<file path="src/rtl/qrd_pkg.sv">
// rtl/qrd_pkg.sv - shared defaults, state encoding and round/saturate helper for the QRD-RLS cells
package qrd_pkg;

    localparam int QRD_DEF_DATA_LENGTH = 8;
    // cos/sine are Q1.(DATA_LENGTH-2): one sign bit, one integer bit
    localparam int QRD_ROT_GUARD       = 2;

    typedef enum logic [2:0] {
        ST_IDLE     = 3'd0,
        ST_HAVE_ROT = 3'd1,
        ST_HAVE_X   = 3'd2,
        ST_FORGET   = 3'd3,
        ST_MULT     = 3'd4,
        ST_SUM      = 3'd5
    } qrd_state_e;

    // Round half-up, arithmetic shift right by frac, clamp to a dl-bit signed range
    function automatic logic signed [63:0] qrd_round_sat_f(
        input logic signed [63:0] v,
        input int                 frac,
        input int                 dl
    );
        logic signed [63:0] rounded;
        logic signed [63:0] max_v;
        logic signed [63:0] min_v;
        rounded = (v + (64'sd1 <<< (frac - 1))) >>> frac;
        max_v   = (64'sd1 <<< (dl - 1)) - 64'sd1;
        min_v   = -(64'sd1 <<< (dl - 1));
        if (rounded > max_v) begin
            return max_v;
        end else if (rounded < min_v) begin
            return min_v;
        end
        return rounded;
    endfunction

endpackage

</file>
<file path="src/rtl/qrd_round_sat.sv">
// rtl/qrd_round_sat.sv - combinational round, arithmetic shift and clamp of a wide product/sum
module qrd_round_sat
    import qrd_pkg::*;
#(
    parameter int IN_W        = 17,
    parameter int DATA_LENGTH = 8,
    parameter int ROT_FRAC    = 6
) (
    input  logic signed [IN_W-1:0]        din,
    output logic signed [DATA_LENGTH-1:0] dout
);

    // Result always lies inside the DATA_LENGTH range, so the low bits carry the full value
    assign dout = DATA_LENGTH'(qrd_round_sat_f(64'(din), ROT_FRAC, DATA_LENGTH));

endmodule

</file>
<file path="src/rtl/qrd_internal_cell.sv">
// rtl/qrd_internal_cell.sv - QRD-RLS internal rotation cell; optional QRD_FORGET_EN adds lambda scaling of r
module qrd_internal_cell
    import qrd_pkg::*;
#(
    parameter int DATA_LENGTH = QRD_DEF_DATA_LENGTH,
    parameter int ROT_FRAC    = DATA_LENGTH - QRD_ROT_GUARD,
    parameter int LAMBDA      = (1 << ROT_FRAC) - 1
) (
    input  logic                          clk,
    input  logic                          rst,
    input  logic                          clear,
    input  logic                          rot_valid,
    input  logic signed [DATA_LENGTH-1:0] cos_in,
    input  logic signed [DATA_LENGTH-1:0] sine_in,
    input  logic                          x_valid,
    input  logic signed [DATA_LENGTH-1:0] x_in,
    output logic                          busy,
    output logic                          overrun,
    output logic                          rot_valid_out,
    output logic signed [DATA_LENGTH-1:0] cos_out,
    output logic signed [DATA_LENGTH-1:0] sine_out,
    output logic                          x_valid_out,
    output logic signed [DATA_LENGTH-1:0] x_out,
    output logic signed [DATA_LENGTH-1:0] r_out
);

    localparam int PW = 2 * DATA_LENGTH;
    localparam int SW = PW + 1;

`ifdef QRD_FORGET_EN
    localparam qrd_state_e PAIR_NEXT = ST_FORGET;
`else
    localparam qrd_state_e PAIR_NEXT = ST_MULT;
`endif

    qrd_state_e state_q, state_d;

    logic signed [DATA_LENGTH-1:0] cos_q, sin_q, x_q, r_q;
    logic signed [PW-1:0]          p_cr_q, p_sx_q, p_cx_q, p_sr_q;
    logic signed [DATA_LENGTH-1:0] r_out_q, x_out_q, cos_out_q, sine_out_q;
    logic                          rot_valid_out_q, x_valid_out_q, overrun_q;

    logic                          capture;
    logic                          drop;
    logic                          busy_w;
    logic signed [SW-1:0]          sum_r, sum_x;
    logic signed [DATA_LENGTH-1:0] r_new, x_new;

    assign sum_r = SW'(p_cr_q) + SW'(p_sx_q);
    assign sum_x = SW'(p_cx_q) - SW'(p_sr_q);

    qrd_round_sat #(
        .IN_W        (SW),
        .DATA_LENGTH (DATA_LENGTH),
        .ROT_FRAC    (ROT_FRAC)
    ) u_rs_r (
        .din  (sum_r),
        .dout (r_new)
    );

    qrd_round_sat #(
        .IN_W        (SW),
        .DATA_LENGTH (DATA_LENGTH),
        .ROT_FRAC    (ROT_FRAC)
    ) u_rs_x (
        .din  (sum_x),
        .dout (x_new)
    );

`ifdef QRD_FORGET_EN
    localparam logic signed [DATA_LENGTH-1:0] LAMBDA_Q = DATA_LENGTH'(LAMBDA);
    logic signed [PW-1:0]          forget_prod;
    logic signed [DATA_LENGTH-1:0] r_forget;

    assign forget_prod = PW'(LAMBDA_Q) * PW'(r_q);

    qrd_round_sat #(
        .IN_W        (PW),
        .DATA_LENGTH (DATA_LENGTH),
        .ROT_FRAC    (ROT_FRAC)
    ) u_rs_forget (
        .din  (forget_prod),
        .dout (r_forget)
    );
`else
    logic [31:0] lambda_unused;
    assign lambda_unused = 32'(LAMBDA);
`endif

    // Next state: gather a cos/sine and an x strobe, then walk the fixed datapath pipeline.
    // SUM retires a result on its closing edge, so it accepts new strobes exactly like IDLE.
    always_comb begin
        state_d = state_q;
        capture = 1'b0;
        drop    = 1'b0;
        busy_w  = 1'b0;
        unique case (state_q)
            ST_IDLE, ST_SUM: begin
                capture = 1'b1;
                busy_w  = (state_q == ST_SUM);
                if (rot_valid && x_valid) begin
                    state_d = PAIR_NEXT;
                end else if (rot_valid) begin
                    state_d = ST_HAVE_ROT;
                end else if (x_valid) begin
                    state_d = ST_HAVE_X;
                end else begin
                    state_d = ST_IDLE;
                end
            end
            ST_HAVE_ROT: begin
                capture = 1'b1;
                if (x_valid) begin
                    state_d = PAIR_NEXT;
                end
            end
            ST_HAVE_X: begin
                capture = 1'b1;
                if (rot_valid) begin
                    state_d = PAIR_NEXT;
                end
            end
            ST_FORGET: begin
                busy_w  = 1'b1;
                drop    = rot_valid || x_valid;
                state_d = ST_MULT;
            end
            ST_MULT: begin
                busy_w  = 1'b1;
                drop    = rot_valid || x_valid;
                state_d = ST_SUM;
            end
            default: begin
                state_d = ST_IDLE;
            end
        endcase
    end

    // State, operand latches, product pipeline and registered outputs
    always_ff @(posedge clk or posedge rst) begin
        if (rst) begin
            state_q         <= ST_IDLE;
            cos_q           <= '0;
            sin_q           <= '0;
            x_q             <= '0;
            r_q             <= '0;
            p_cr_q          <= '0;
            p_sx_q          <= '0;
            p_cx_q          <= '0;
            p_sr_q          <= '0;
            r_out_q         <= '0;
            x_out_q         <= '0;
            cos_out_q       <= '0;
            sine_out_q      <= '0;
            rot_valid_out_q <= 1'b0;
            x_valid_out_q   <= 1'b0;
            overrun_q       <= 1'b0;
        end else if (clear) begin
            // Abort: anything in flight is discarded and never emitted
            state_q         <= ST_IDLE;
            cos_q           <= '0;
            sin_q           <= '0;
            x_q             <= '0;
            r_q             <= '0;
            r_out_q         <= '0;
            rot_valid_out_q <= 1'b0;
            x_valid_out_q   <= 1'b0;
            overrun_q       <= 1'b0;
        end else begin
            state_q         <= state_d;
            rot_valid_out_q <= 1'b0;
            x_valid_out_q   <= 1'b0;
            if (capture && rot_valid) begin
                cos_q <= cos_in;
                sin_q <= sine_in;
            end
            if (capture && x_valid) begin
                x_q <= x_in;
            end
            if (drop) begin
                overrun_q <= 1'b1;
            end
`ifdef QRD_FORGET_EN
            if (state_q == ST_FORGET) begin
                r_q <= r_forget;
            end
`endif
            if (state_q == ST_MULT) begin
                p_cr_q <= PW'(cos_q) * PW'(r_q);
                p_sx_q <= PW'(sin_q) * PW'(x_q);
                p_cx_q <= PW'(cos_q) * PW'(x_q);
                p_sr_q <= PW'(sin_q) * PW'(r_q);
            end
            if (state_q == ST_SUM) begin
                // cos_q/sin_q still hold the rotation just applied (non-blocking)
                r_q             <= r_new;
                r_out_q         <= r_new;
                x_out_q         <= x_new;
                cos_out_q       <= cos_q;
                sine_out_q      <= sin_q;
                rot_valid_out_q <= 1'b1;
                x_valid_out_q   <= 1'b1;
            end
        end
    end

    assign busy          = busy_w;
    assign overrun       = overrun_q;
    assign rot_valid_out = rot_valid_out_q;
    assign x_valid_out   = x_valid_out_q;
    assign cos_out       = cos_out_q;
    assign sine_out      = sine_out_q;
    assign x_out         = x_out_q;
    assign r_out         = r_out_q;

endmodule

</file>
<file path="config.mk">
export PLATFORM = sky130hd
export DESIGN_NAME = qrd_internal_cell
export DESIGN_NICKNAME = d
export VERILOG_FILES = /design/src/rtl/qrd_pkg.sv /design/src/rtl/qrd_round_sat.sv /design/src/rtl/qrd_internal_cell.sv
export SDC_FILE = /design/constraint.sdc
export NUM_CORES = 1
export LEC_CHECK = 0
export CORE_ASPECT_RATIO = 1.75
export CORE_MARGIN = 10
export CORE_UTILIZATION = 46
export CTS_BUF_LIST = sky130_fd_sc_hd__clkbuf_16
export CTS_CLUSTER_DIAMETER = 150
export DETAILED_ROUTE_END_ITERATION = 7
export DONT_BUFFER_PORTS = 1
export PLACE_DENSITY = 0.6
export SYNTH_ARGS = -nofsm -noshare
export SYNTH_HDL_FRONTEND = slang
export SYNTH_SLANG_ARGS = --single-unit
</file>
<file path="constraint.sdc">
create_clock -name clk -period 6.62 [get_ports clk]
set_input_delay 0.662 -clock clk [delete_from_list [all_inputs] [get_ports clk]]
set_output_delay 0.662 -clock clk [all_outputs]
set_load 0.05 [all_outputs]
</file>
==> impl_metrics.py, run 1 <==
metrics = {
    "status": {
        "outcome": "finished, final reports clean",
    },
    "sta": {
        "fin_tns_setup_ns": 0,
        "worst-slew-pin-transition_ns": 1.10,
        "hold_viol_final": 0,
        "finalSetupViolations": 0,
        "fmax_ghz": 0.191,
        "rsz0062_at_grt": "false",
        "worst_clock_skew_ns": 0.0116,
        "period_share": 0.792,
        "maxSlewViolCount": 0,
        "relSlewSlack": 0.270,
        "finalWorstPathRequiredPeriod_ns": 5.25,
    },
    "synth": {
        "synthesis.area_um2": 16400,
        "ys_async_sr_fraction": 1.00,
        "yosysSeqAreaShare": 0.191,
        "synthDistinctLibCells": 55,
        "ys_ff_latch": 125,
        "synth_cells": 1783,
        "yosysWarningCount": 0,
        "syn_nets": 2208,
        "avgSynthCellArea_um2": 9.17,
        "synth_ff_type": "dfrtp_1",
        "synth_edf_count": 0,
    },
    "worst_setup_path": {
        "worstPathArrival_ns": 5.55,
        "crit_required_ns": 6.92,
        "regToRegStartpoint": "r_out[2]",
        "rr_worst_depth": 16,
        "end_kind": "register",
        "cp-startpoint": "r_out[2]",
        "crit_fanout": 18,
        "critical_path_class": "reg2reg",
        "start_kind": "register",
    },
    "floorplanning": {
        "dieArea_um2": 43800,
        "initial_core_util": 0.465,
        "rows": 91,
        "top_level_ports": 65,
        "die_y_um": 269,
        "core_um2": 35200,
        "die_x_um": 163,
    },
    "detailed_routing": {
        "highest_layer": "met4",
        "wirelength_mm": 38.4,
        "drtAntennaViolNets": 0,
        "wire_per_inst_um": 17.2,
        "dr_wl_met3_mm": 1.31,
        "drt-met1-wl_mm": 14.7,
        "wl_met2_mm": 21.1,
        "viasPerCell": 5.15,
        "num_vias": 11500,
        "first_pass_iters": 7,
        "drtIter0Drc": 525,
        "drc": 0,
    },
    "final_layout": {
        "syn_to_final_growth_pct": 6.56,
        "nNetsFinal": 2177,
        "layout-drive-gt1-share": 0.0402,
        "fin_util": 0.495,
        "diodes": 0,
        "fin_cells": 2230,
    },
    "clock_tree": {
        "htree_num_levels": 4,
        "cts_num_sinks": 125,
        "cts-resized-gates": 0,
        "clkTransAtPathRegs_ns": 0.06,
        "cts_setup_buffers": 0,
        "root_buffer": "clkbuf_16",
        "cts_buffers": 17,
        "hold_buffers": 0,
        "cts_tree": "yes",
        "clock_latency_ns": 0.46,
        "clock_path_buffers": 2,
    },
    "flow_run": {
        "max-cap-violations": 0,
    },
    "grt": {
        "gr-total-overflow": 0,
        "grt_pass1_vias": 12400,
        "antenna_found_initial": 1,
        "grt_max_degree": 74,
        "grt_pass1_wl_mm": 64.8,
        "grt_usage": 0.188,
    },
    "power": {
        "powerDensity_nw_per_um2": 251,
        "peakVddDrop_v": 0.000194,
        "finalPower_mw": 4.37,
        "p_leak_nw": 8.71,
    },
    "place": {
        "dpl.cell_count": 2198,
        "place_congestion": 0.829,
        "hpwlAfterDp_mm": 30.4,
        "portBuffers": 0,
    },
    "hold_path": {
        "hp-class": "in2async",
    },
}
==> cells by family (layout without fill, tap and decap cells) <==
| logic type | after synthesis | in the layout | share of synthesized area |
|---|---|---|---|
| AND/OR/NAND/NOR | 537 | 537 | 0.170 |
| buffers and inverters | 419 | 401 | 0.0964 |
| adder cells (fa/ha/maj) | 396 | 396 | 0.404 |
| AO/OA/AOI/OAI | 211 | 211 | 0.0848 |
| flip-flops | 125 | 125 | 0.191 |
| XOR/XNOR | 74 | 74 | 0.0396 |
| multiplexers | 21 | 21 | 0.0144 |
==> cell usage in the layout, fill, tap and decap left out, types with 17 or more instances in the layout <==
cell,synthesis,routed
nor2_1,32,32
mux2_2,20,20
o21ai_0,77,77
nor2b_1,34,34
ha_1,176,176
nand2_1,197,196
inv_1,358,357
dfrtp_1,125,125
a21oi_1,34,33
clkbuf_16,0,17
xnor2_1,51,51
fa_1,220,220
and2_1,169,169
nor3_1,19,19
nand2b_1,35,35
o21a_1,19,19
xor2_1,23,23
==> sequential cells by signal (all words and copies together) (netlist names) <==
name / cells
cos_q: 8
cos_out: 8
sin_q: 8
sine_out: 8
x_valid_out: 1
x_out: 8
p_cr_q: 16
p_sx_q: 16
x_q: 8
r_out: 8
p_cx_q: 16
state_q: 3
overrun: 1
p_sr_q: 16
==> critical path: stages, from the launching register on <==
cell and delay [ns]:
dfrtp_1 1.07, nand2_1 0.19, fa_1 0.46, inv_1 0.08
fa_1 0.41, inv_1 0.09, fa_1 0.40, fa_1 0.49
inv_1 0.04, ha_1 0.31, a21oi_1 0.21, o21ai_0 0.15
a221oi_1 0.37, o21ai_0 0.22, o41ai_1 0.35, xnor2_1 0.15
o21ai_0 0.09
==> synth_stat cells, types with 12 or more instances <==
library cell,instances,area (um2)
nand3_1,16,80.1
nor3_1,19,95.1
nor2b_1,34,213
dfrtp_1,125,3130
o21ai_0,77,385
mux2_2,20,225
ha_1,176,2200
a21oi_1,34,170
and2_1,169,1060
nand2_1,197,739
xnor2_1,51,447
o31ai_1,12,90.1
xor2_1,23,201
nor2_1,32,120
fa_1,220,4400
inv_1,358,1340
nand2b_1,35,219
clkbuf_1,59,221
o21a_1,19,143
==> path summary, 6_finish.rpt <==
path | endpoint | slack (ns)
worst max-delay path | p_sr_q[15] | 1.37
worst min-delay path | p_cr_q[3] | 0.13
worst max register to register | p_sr_q[15] | 1.37
worst min register to register | p_cx_q[0] | 0.47
max in group asynchronous | cos_out[4] | 5.16
min in group clk | state_q[2] | 0.26
==> per-stage QoR <==
| stage | hold slack, ns | area [um2] | setup slack, ns |
|---|---|---|---|
| after CTS | 0.151 | 17400 | 1.35 |
| final | 0.128 | 17400 | 1.37 |
| after detailed placement | 0.463 | 16800 | 1.37 |
| after floorplan | 0.441 | 16400 | 1.87 |
| after global routing | 0.171 | 17400 | 0.985 |
| after global placement | 0.456 | 16800 | 1.45 |
==> power by group <==
part	leakage (nW)	switching [mW]	internal, mW
registers	1.66	0.384	0.936
clock network	0.292	0.406	0.598
logic	6.75	1.16	0.893
total	8.71	1.95	2.43
==> final cells by class <==
| type | count | area (um2) |
|---|---|---|
| repair buffers | 11 | 82.6 |
| well taps | 465 | 582 |
| clock inverters | 15 | 188 |
| fillers | 3314 | 17800 |
| flip-flops and latches | 125 | 3130 |
| inverters | 358 | 1350 |
| multi-input cells | 1239 | 11700 |
| clock buffers | 17 | 425 |
==> per-layer routing <==
metal / GRT usage / vias up
met2: 0.347 / 167
li1: - / 5508
met1: 0.207 / 5775
met4: 0.0731 / 0
met5: 0 / -
met3: 0.0305 / 35
No activity file was read; power rests on OpenSTA's default activity.
==> run 2, diff against run 1 <==
--- a/config.mk
+++ b/config.mk
@@ -12,7 +12,7 @@
 export CTS_CLUSTER_DIAMETER = 150
 export DETAILED_ROUTE_END_ITERATION = 7
 export DONT_BUFFER_PORTS = 1
-export PLACE_DENSITY = 0.6
+export PLACE_DENSITY = 0.62
 export SYNTH_ARGS = -nofsm -noshare
 export SYNTH_HDL_FRONTEND = slang
 export SYNTH_SLANG_ARGS = --single-unit
==> constraint.sdc (replaced) <==
create_clock -name clk -period 4.4 [get_ports clk]
set_input_delay 0.44 -clock clk [delete_from_list [all_inputs] [get_ports clk]]
set_output_delay 0.44 -clock clk [all_outputs]
set_load 0.05 [all_outputs]
==> run 2 against run 1 <==
The flow now finishes with violations (negative setup slack). Sequential power is 45% higher. Register-to-register slack lost 1.4 ns. Global-route usage up 0.64 points. First-iteration DRC count fell by 13%. Power increased by 62%. Highest routed layer unchanged. Largest cell class unchanged. Hold slack got worse by 0.089 ns. Final cell count rose by 11%. Combinational power is 81% higher.
==> impl_metrics.py, run 2 (synthesized netlist as in run 1, its figures left out) <==
metrics = {
    "floorplanning": {
        "core_um2": 35200,
        "rows": 91,
        "dieArea_um2": 43800,
        "initial_core_util": 0.465,
        "die_y_um": 269,
        "die_x_um": 163,
        "top_level_ports": 65,
    },
    "place": {
        "hpwlAfterDp_mm": 31.9,
        "portBuffers": 0,
        "place_congestion": 0.863,
    },
    "worst_setup_path": {
        "end_kind": "register",
        "critical_path_class": "reg2reg",
        "start_kind": "register",
        "crit_fanout": 5,
        "crit_required_ns": 4.71,
        "worstPathArrival_ns": 4.79,
    },
    "clock_tree": {
        "clock_path_buffers": 2,
        "clkTransAtPathRegs_ns": 0.07,
        "cts_buffers": 17,
        "clock_latency_ns": 0.46,
        "htree_num_levels": 4,
        "cts_tree": "yes",
        "root_buffer": "clkbuf_16",
        "cts_num_sinks": 125,
    },
    "power": {
        "powerDensity_nw_per_um2": 352,
        "power_frac_seq": 0.269,
        "pwr-share-clk": 0.206,
        "combPwrFrac": 0.525,
        "switchingPower_mw": 3.11,
        "finalPower_mw": 7.10,
        "switching_share": 0.438,
        "p_leak_nw": 10.0,
        "p_int_mw": 3.99,
        "peakVddDrop_v": 0.000274,
    },
    "grt": {
        "grt_max_degree": 64,
        "grt_pass1_wl_mm": 67.9,
        "grt_usage": 0.194,
        "gr-total-overflow": 0,
        "grt_pass1_vias": 13600,
        "antenna_found_initial": 0,
    },
    "sta": {
        "relSlewSlack": 0.227,
        "worst_clock_skew_ns": 0.0111,
        "maxSlewViolCount": 0,
        "finalWorstPathRequiredPeriod_ns": 4.47,
        "period_share": 1.02,
        "worst-slew-pin-transition_ns": 1.16,
        "fmax_ghz": 0.224,
        "finalSetupViolations": 6,
        "hold_viol_final": 0,
        "final.setup.worst_slack_ns": -0.0726,
        "rsz0062_at_grt": "true",
    },
    "final_layout": {
        "layout_common_cells": "322 x inv_1, 215 x buf_4, 210 x fa_1",
        "layout-drive-gt1-share": 0.241,
        "nNetsFinal": 2423,
        "fin_util": 0.572,
        "diodes": 0,
        "syn_to_final_growth_pct": 23.1,
        "mostFrequentLayoutCell": "inv_1",
    },
    "detailed_routing": {
        "drtIter0Drc": 458,
        "drc": 0,
        "viasPerCell": 5.09,
        "drtAntennaViolNets": 0,
        "num_vias": 12600,
        "wirelength_mm": 40.7,
        "first_pass_iters": 8,
        "wire_per_inst_um": 16.4,
    },
    "status": {
        "outcome": "finished with violations",
        "failed_checks": "negative setup slack",
    },
    "hold_path": {
        "hp-class": "in2reg",
    },
    "flow_run": {
        "max-cap-violations": 0,
    },
}
==> run 2: cell types whose count changed in the layout (fill, tap and decap cells not counted), moves of 20 or more <==
cell     previous run  this run
buf_4              11       215
buf_6               0        35
inv_1             357       322
inv_2               0        35
ha_1              176       149
and2_1            169       143
and2_4              0        26
dfrtp_1           125       102
dfrtp_2             0        23
ha_4                0        23
o21ai_0            77        57
==> run 2: through the flow <==
stage               hold slack (ns)  instance area (um2)  TNS (ns)  cells  setup slack [ns]
finish                       0.0393                20100    -0.237   2476           -0.0726
detailed placement            0.380                18300     -2.24   2369            -0.283
CTS                          0.0221                19800    -0.522   2465            -0.127
global placement              0.382                18300     -1.49   2369            -0.240
global route                 0.0276                20100     -2.65   2476            -0.254
floorplan                     0.441                16500   -0.0929   1783           -0.0544
==> run 2: final timing paths <==
path	cells past startpoint	slack [ns]	endpoint	start
max	18	-0.07	p_sr_q[15]	r_out[4]
min reg2reg	2	0.48	p_sr_q[8]	p_sr_q[8]
max reg2reg	18	-0.07	p_sr_q[15]	r_out[4]
min	1	0.04	overrun	clear
min in group asynchronous	2	0.52	p_sx_q[5]	rst
max in group asynchronous	3	2.94	cos_q[4]	rst
==> run 2: routing by layer <==
| layer | part of all wire | vias up | global-route usage | routed length, um |
|---|---|---|---|---|
| li1 | - | 5991 | - | - |
| met1 | 0.38 | 6312 | 0.217 | 15500 |
| met2 | 0.55 | 221 | 0.357 | 22300 |
| met3 | 0.033 | 75 | 0.0269 | 1360 |
| met4 | 0.038 | 0 | 0.0798 | 1540 |
| met5 | 0 | - | 0 | 0 |
==> run 2: what timing repair did <==
| action | 4_1_cts | 5_1_grt |
|---|---|---|
| pin swaps | 80 | 79 |
| gates cloned | 0 | 0 |
| setup buffers | 63 | 16 |
| endpoints found under the setup margin | 16 | 24 |
| hold buffers | 1 | 0 |
| hold endpoints to repair | 47 | 0 |
| gates resized for setup | 127 | 88 |
==> run 2: critical path, stage by stage, from the launching register on <==
cell	delay [ns]
dfrtp_2	0.47
buf_6	0.16
buf_6	0.11
and2_4	0.15
fa_1	0.57
inv_2	0.07
fa_1	0.50
inv_2	0.04
fa_1	0.49
inv_2	0.04
fa_1	0.52
inv_2	0.05
ha_4	0.21
and3_4	0.17
a21oi_2	0.10
o21ai_2	0.08
o41ai_2	0.37
xnor2_1	0.15
o21ai_1	0.07
==> run 2: layout make-up <==
type	count	area (um2)
fill	3069	15000
multi-input combinational	1239	12300
sequential	125	3160
timing repair buffer	257	2120
inverter	358	1350
tap	465	582
clock buffer	17	425
clock inverter	15	164
==> run 2: power groups by stage <==
stage / registers, mW / logic, mW / clock network (mW)
floorplan: 1.83 / 2.55 / 0
global placement: 1.94 / 3.33 / 0
detailed placement: 1.95 / 3.41 / 0
CTS: 1.92 / 3.62 / 1.50
global route: 1.95 / 4.24 / 1.54
finish: 1.91 / 3.72 / 1.46
==> run 3, diff against run 2 <==
--- a/config.mk
+++ b/config.mk
@@ -5,6 +5,8 @@
 export SDC_FILE = /design/constraint.sdc
 export NUM_CORES = 1
 export LEC_CHECK = 0
+export CELL_PAD_IN_SITES_DETAIL_PLACEMENT = 0
+export CELL_PAD_IN_SITES_GLOBAL_PLACEMENT = 1
 export CORE_ASPECT_RATIO = 1.75
 export CORE_MARGIN = 10
 export CORE_UTILIZATION = 46
@@ -12,7 +14,8 @@
 export CTS_CLUSTER_DIAMETER = 150
 export DETAILED_ROUTE_END_ITERATION = 7
 export DONT_BUFFER_PORTS = 1
-export PLACE_DENSITY = 0.62
+export PLACE_DENSITY = 0.77
 export SYNTH_ARGS = -nofsm -noshare
 export SYNTH_HDL_FRONTEND = slang
+export SYNTH_HIERARCHICAL = 1
 export SYNTH_SLANG_ARGS = --single-unit
==> constraint.sdc (replaced) <==
create_clock -name clk -period 3.9 [get_ports clk]
set_input_delay 0.39 -clock clk [delete_from_list [all_inputs] [get_ports clk]]
set_output_delay 0.39 -clock clk [all_outputs]
set_load 0.05 [all_outputs]
==> run 3 against run 2 <==
The flow finishes with violations (negative hold slack, negative setup slack). Die area increased by 3.3%. Sequential share of layout area decreased by 1.0 points. Clock-buffer cell count unchanged. Worst setup slack got worse by 0.39 ns. Global-route usage increased by 1.2 points. Clock power increased by 13%. Combinational power increased by 52%. Via count increased by 7.1%. Power increased by 33%. Final cell count increased by 5.0%. Sequential power increased by 13%. Hold slack got worse by 0.043 ns. Largest cell class unchanged. Largest power group unchanged.
==> impl_metrics.py, run 3 <==
metrics = {
    "detailed_routing": {
        "wire_per_inst_um": 17.1,
        "wirelength_mm": 44.6,
        "num_vias": 13500,
        "drtAntennaViolNets": 0,
        "drtIter0Drc": 442,
        "first_pass_iters": 5,
        "viasPerCell": 5.19,
        "drc": 0,
    },
    "worst_setup_path": {
        "worstPathArrival_ns": 4.66,
        "worst_path_max_delay_cell": "fa_1",
        "critical_path_class": "reg2reg",
        "rr_worst_depth": 16,
        "cp_top_family": "adder cells",
        "r2r_setup_slack_ns": -0.46,
        "path_cells": "buf_6, and2_4, fa_1, inv_1, fa_1, inv_1, fa_1, inv_1, fa_1, inv_2, ha_4, or4_4, o22a_4, o21ai_4, xnor2_2, o21ai_2",
        "end_kind": "register",
        "regToRegStartpoint": "sin_q[7]",
        "cp_common_cell": "fa_1",
        "crit_required_ns": 4.19,
        "crit_fanout": 3,
        "start_kind": "register",
        "r2r_end": "p_sr_q[15]",
        "critical_path.max_stage_delay_ns": 0.52,
        "worst-path-buf-inv": 5,
    },
    "sta": {
        "hold_ws_ns": -0.00380,
        "relSlewSlack": 0.331,
        "maxSlewViolCount": 0,
        "finalSetupViolations": 31,
        "fmax_ghz": 0.229,
        "worst_clock_skew_ns": 0.0164,
        "finalWorstPathRequiredPeriod_ns": 4.36,
        "final.setup.worst_slack_ns": -0.464,
        "worst-slew-pin-transition_ns": 1.00,
        "rsz0062_at_grt": "true",
        "hold_viol_final": 1,
        "period_share": 1.12,
    },
    "clock_tree": {
        "htree_num_levels": 4,
        "clkTransAtPathRegs_ns": 0.07,
        "clock_latency_ns": 0.45,
        "cts_num_sinks": 125,
        "root_buffer": "clkbuf_16",
        "cts_buffers": 17,
        "cts_tree": "yes",
        "clock_path_buffers": 2,
    },
    "place": {
        "dpl.cell_count": 2518,
        "portBuffers": 0,
        "hpwlAfterDp_mm": 35.6,
        "place_congestion": 0.889,
    },
    "synth": {
        "avgSynthCellArea_um2": 9.00,
        "synth_cells": 1884,
        "synthesis.area_um2": 17000,
        "yosysWarningCount": 6,
        "syn_nets": 2285,
    },
    "power": {
        "p_leak_nw": 10.3,
        "powerDensity_nw_per_um2": 438,
        "peakVddDrop_v": 0.000356,
        "finalPower_mw": 9.46,
    },
    "final_layout": {
        "mostFrequentLayoutCell": "inv_1",
        "layout_common_cells": "312 x inv_1, 213 x buf_4, 207 x fa_1",
        "nNetsFinal": 2514,
        "diodes": 0,
        "fin_cells": 2601,
        "syn_to_final_growth_pct": 27.2,
        "layout-drive-gt1-share": 0.281,
    },
    "flow_run": {
        "max-cap-violations": 0,
    },
    "floorplanning": {
        "top_level_ports": 65,
        "rows": 93,
        "die_x_um": 165,
        "dieArea_um2": 45300,
        "die_y_um": 274,
        "core_um2": 36700,
        "initial_core_util": 0.463,
    },
    "grt": {
        "grt_pass1_vias": 14700,
        "grt_usage": 0.206,
        "gr-total-overflow": 0,
        "grt_max_degree": 103,
        "grt_pass1_wl_mm": 73.9,
        "antenna_found_initial": 0,
    },
    "hold_path": {
        "hp-class": "in2async",
    },
    "status": {
        "failed_checks": "negative hold slack, negative setup slack",
        "outcome": "finished with violations",
    },
}
[run 3: cell types whose count changed in the layout (fill, tap and decap cells not counted), moves of 10 or more]
cell	before	now
inv_1	322	312
o21ai_0	57	84
buf_12	4	25
ha_4	23	37
ha_1	149	110
o21ai_1	8	26
nand2_1	193	175
nor2b_1	29	17
xor2_1	23	36
[run 3: metrics by stage]
stage | area, um2 | setup TNS (ns) | setup slack [ns] | hold slack [ns] | utilization
6_report | 21600 | -9.04 | -0.464 | -0.00380 | 0.589
2_1_floorplan | 17900 | -5.43 | -0.425 | 0.443 | -
4_1_cts | 21200 | -8.81 | -0.445 | 0.0647 | 0.579
3_3_place_gp | 19800 | -14.11 | -0.661 | 0.458 | 0.541
3_5_place_dp | 19800 | -15.12 | -0.705 | 0.462 | 0.541
5_1_grt | 21600 | -14.17 | -0.587 | 0.0738 | 0.589
[run 3: per-layer routing]
metal | part of all wire | global-route usage
met1 | 0.37 | 0.222
met3 | 0.032 | 0.0273
met2 | 0.56 | 0.391
met4 | 0.040 | 0.0833
met5 | 0 | 0
[run 3: area by class of cell]
cell class / count / area (um2)
inverter: 360 / 1370
sequential: 125 / 3160
clock buffer: 17 / 425
clock inverter: 15 / 171
tap: 475 / 594
multi-input combinational: 1333 / 13300
timing repair buffer: 276 / 2520
fill: 3198 / 15100
[run 3: how the worst max path moves through the flow]
| stage | from | to | cells past startpoint |
|---|---|---|---|
| floorplan | r_out[2] | p_sr_q[13] | 15 |
| global placement | cos_q[4] | p_cr_q[11] | 15 |
| detailed placement | cos_q[4] | p_cr_q[12] | 17 |
| CTS | cos_q[4] | p_cr_q[14] | 16 |
| global route | cos_q[5] | p_cx_q[15] | 18 |
| finish | sin_q[7] | p_sr_q[15] | 16 |
[run 3: power by group]
group | leakage (nW) | switching [mW] | total (mW) | internal [mW]
combinational | 8.41 | 3.16 | 5.64 | 2.48
sequential | 1.62 | 0.558 | 2.16 | 1.60
clock | 0.283 | 0.742 | 1.65 | 0.912
total | 10.3 | 4.47 | 9.46 | 4.99
[run 3: repair_timing]
action | in CTS | in global routing
gates resized for setup | 128 | 59
hold buffers | 2 | 0
pin swaps | 87 | 54
endpoints found under the hold margin | 4 | 0
setup endpoints to repair | 37 | 36
buffers inserted | 37 | 13
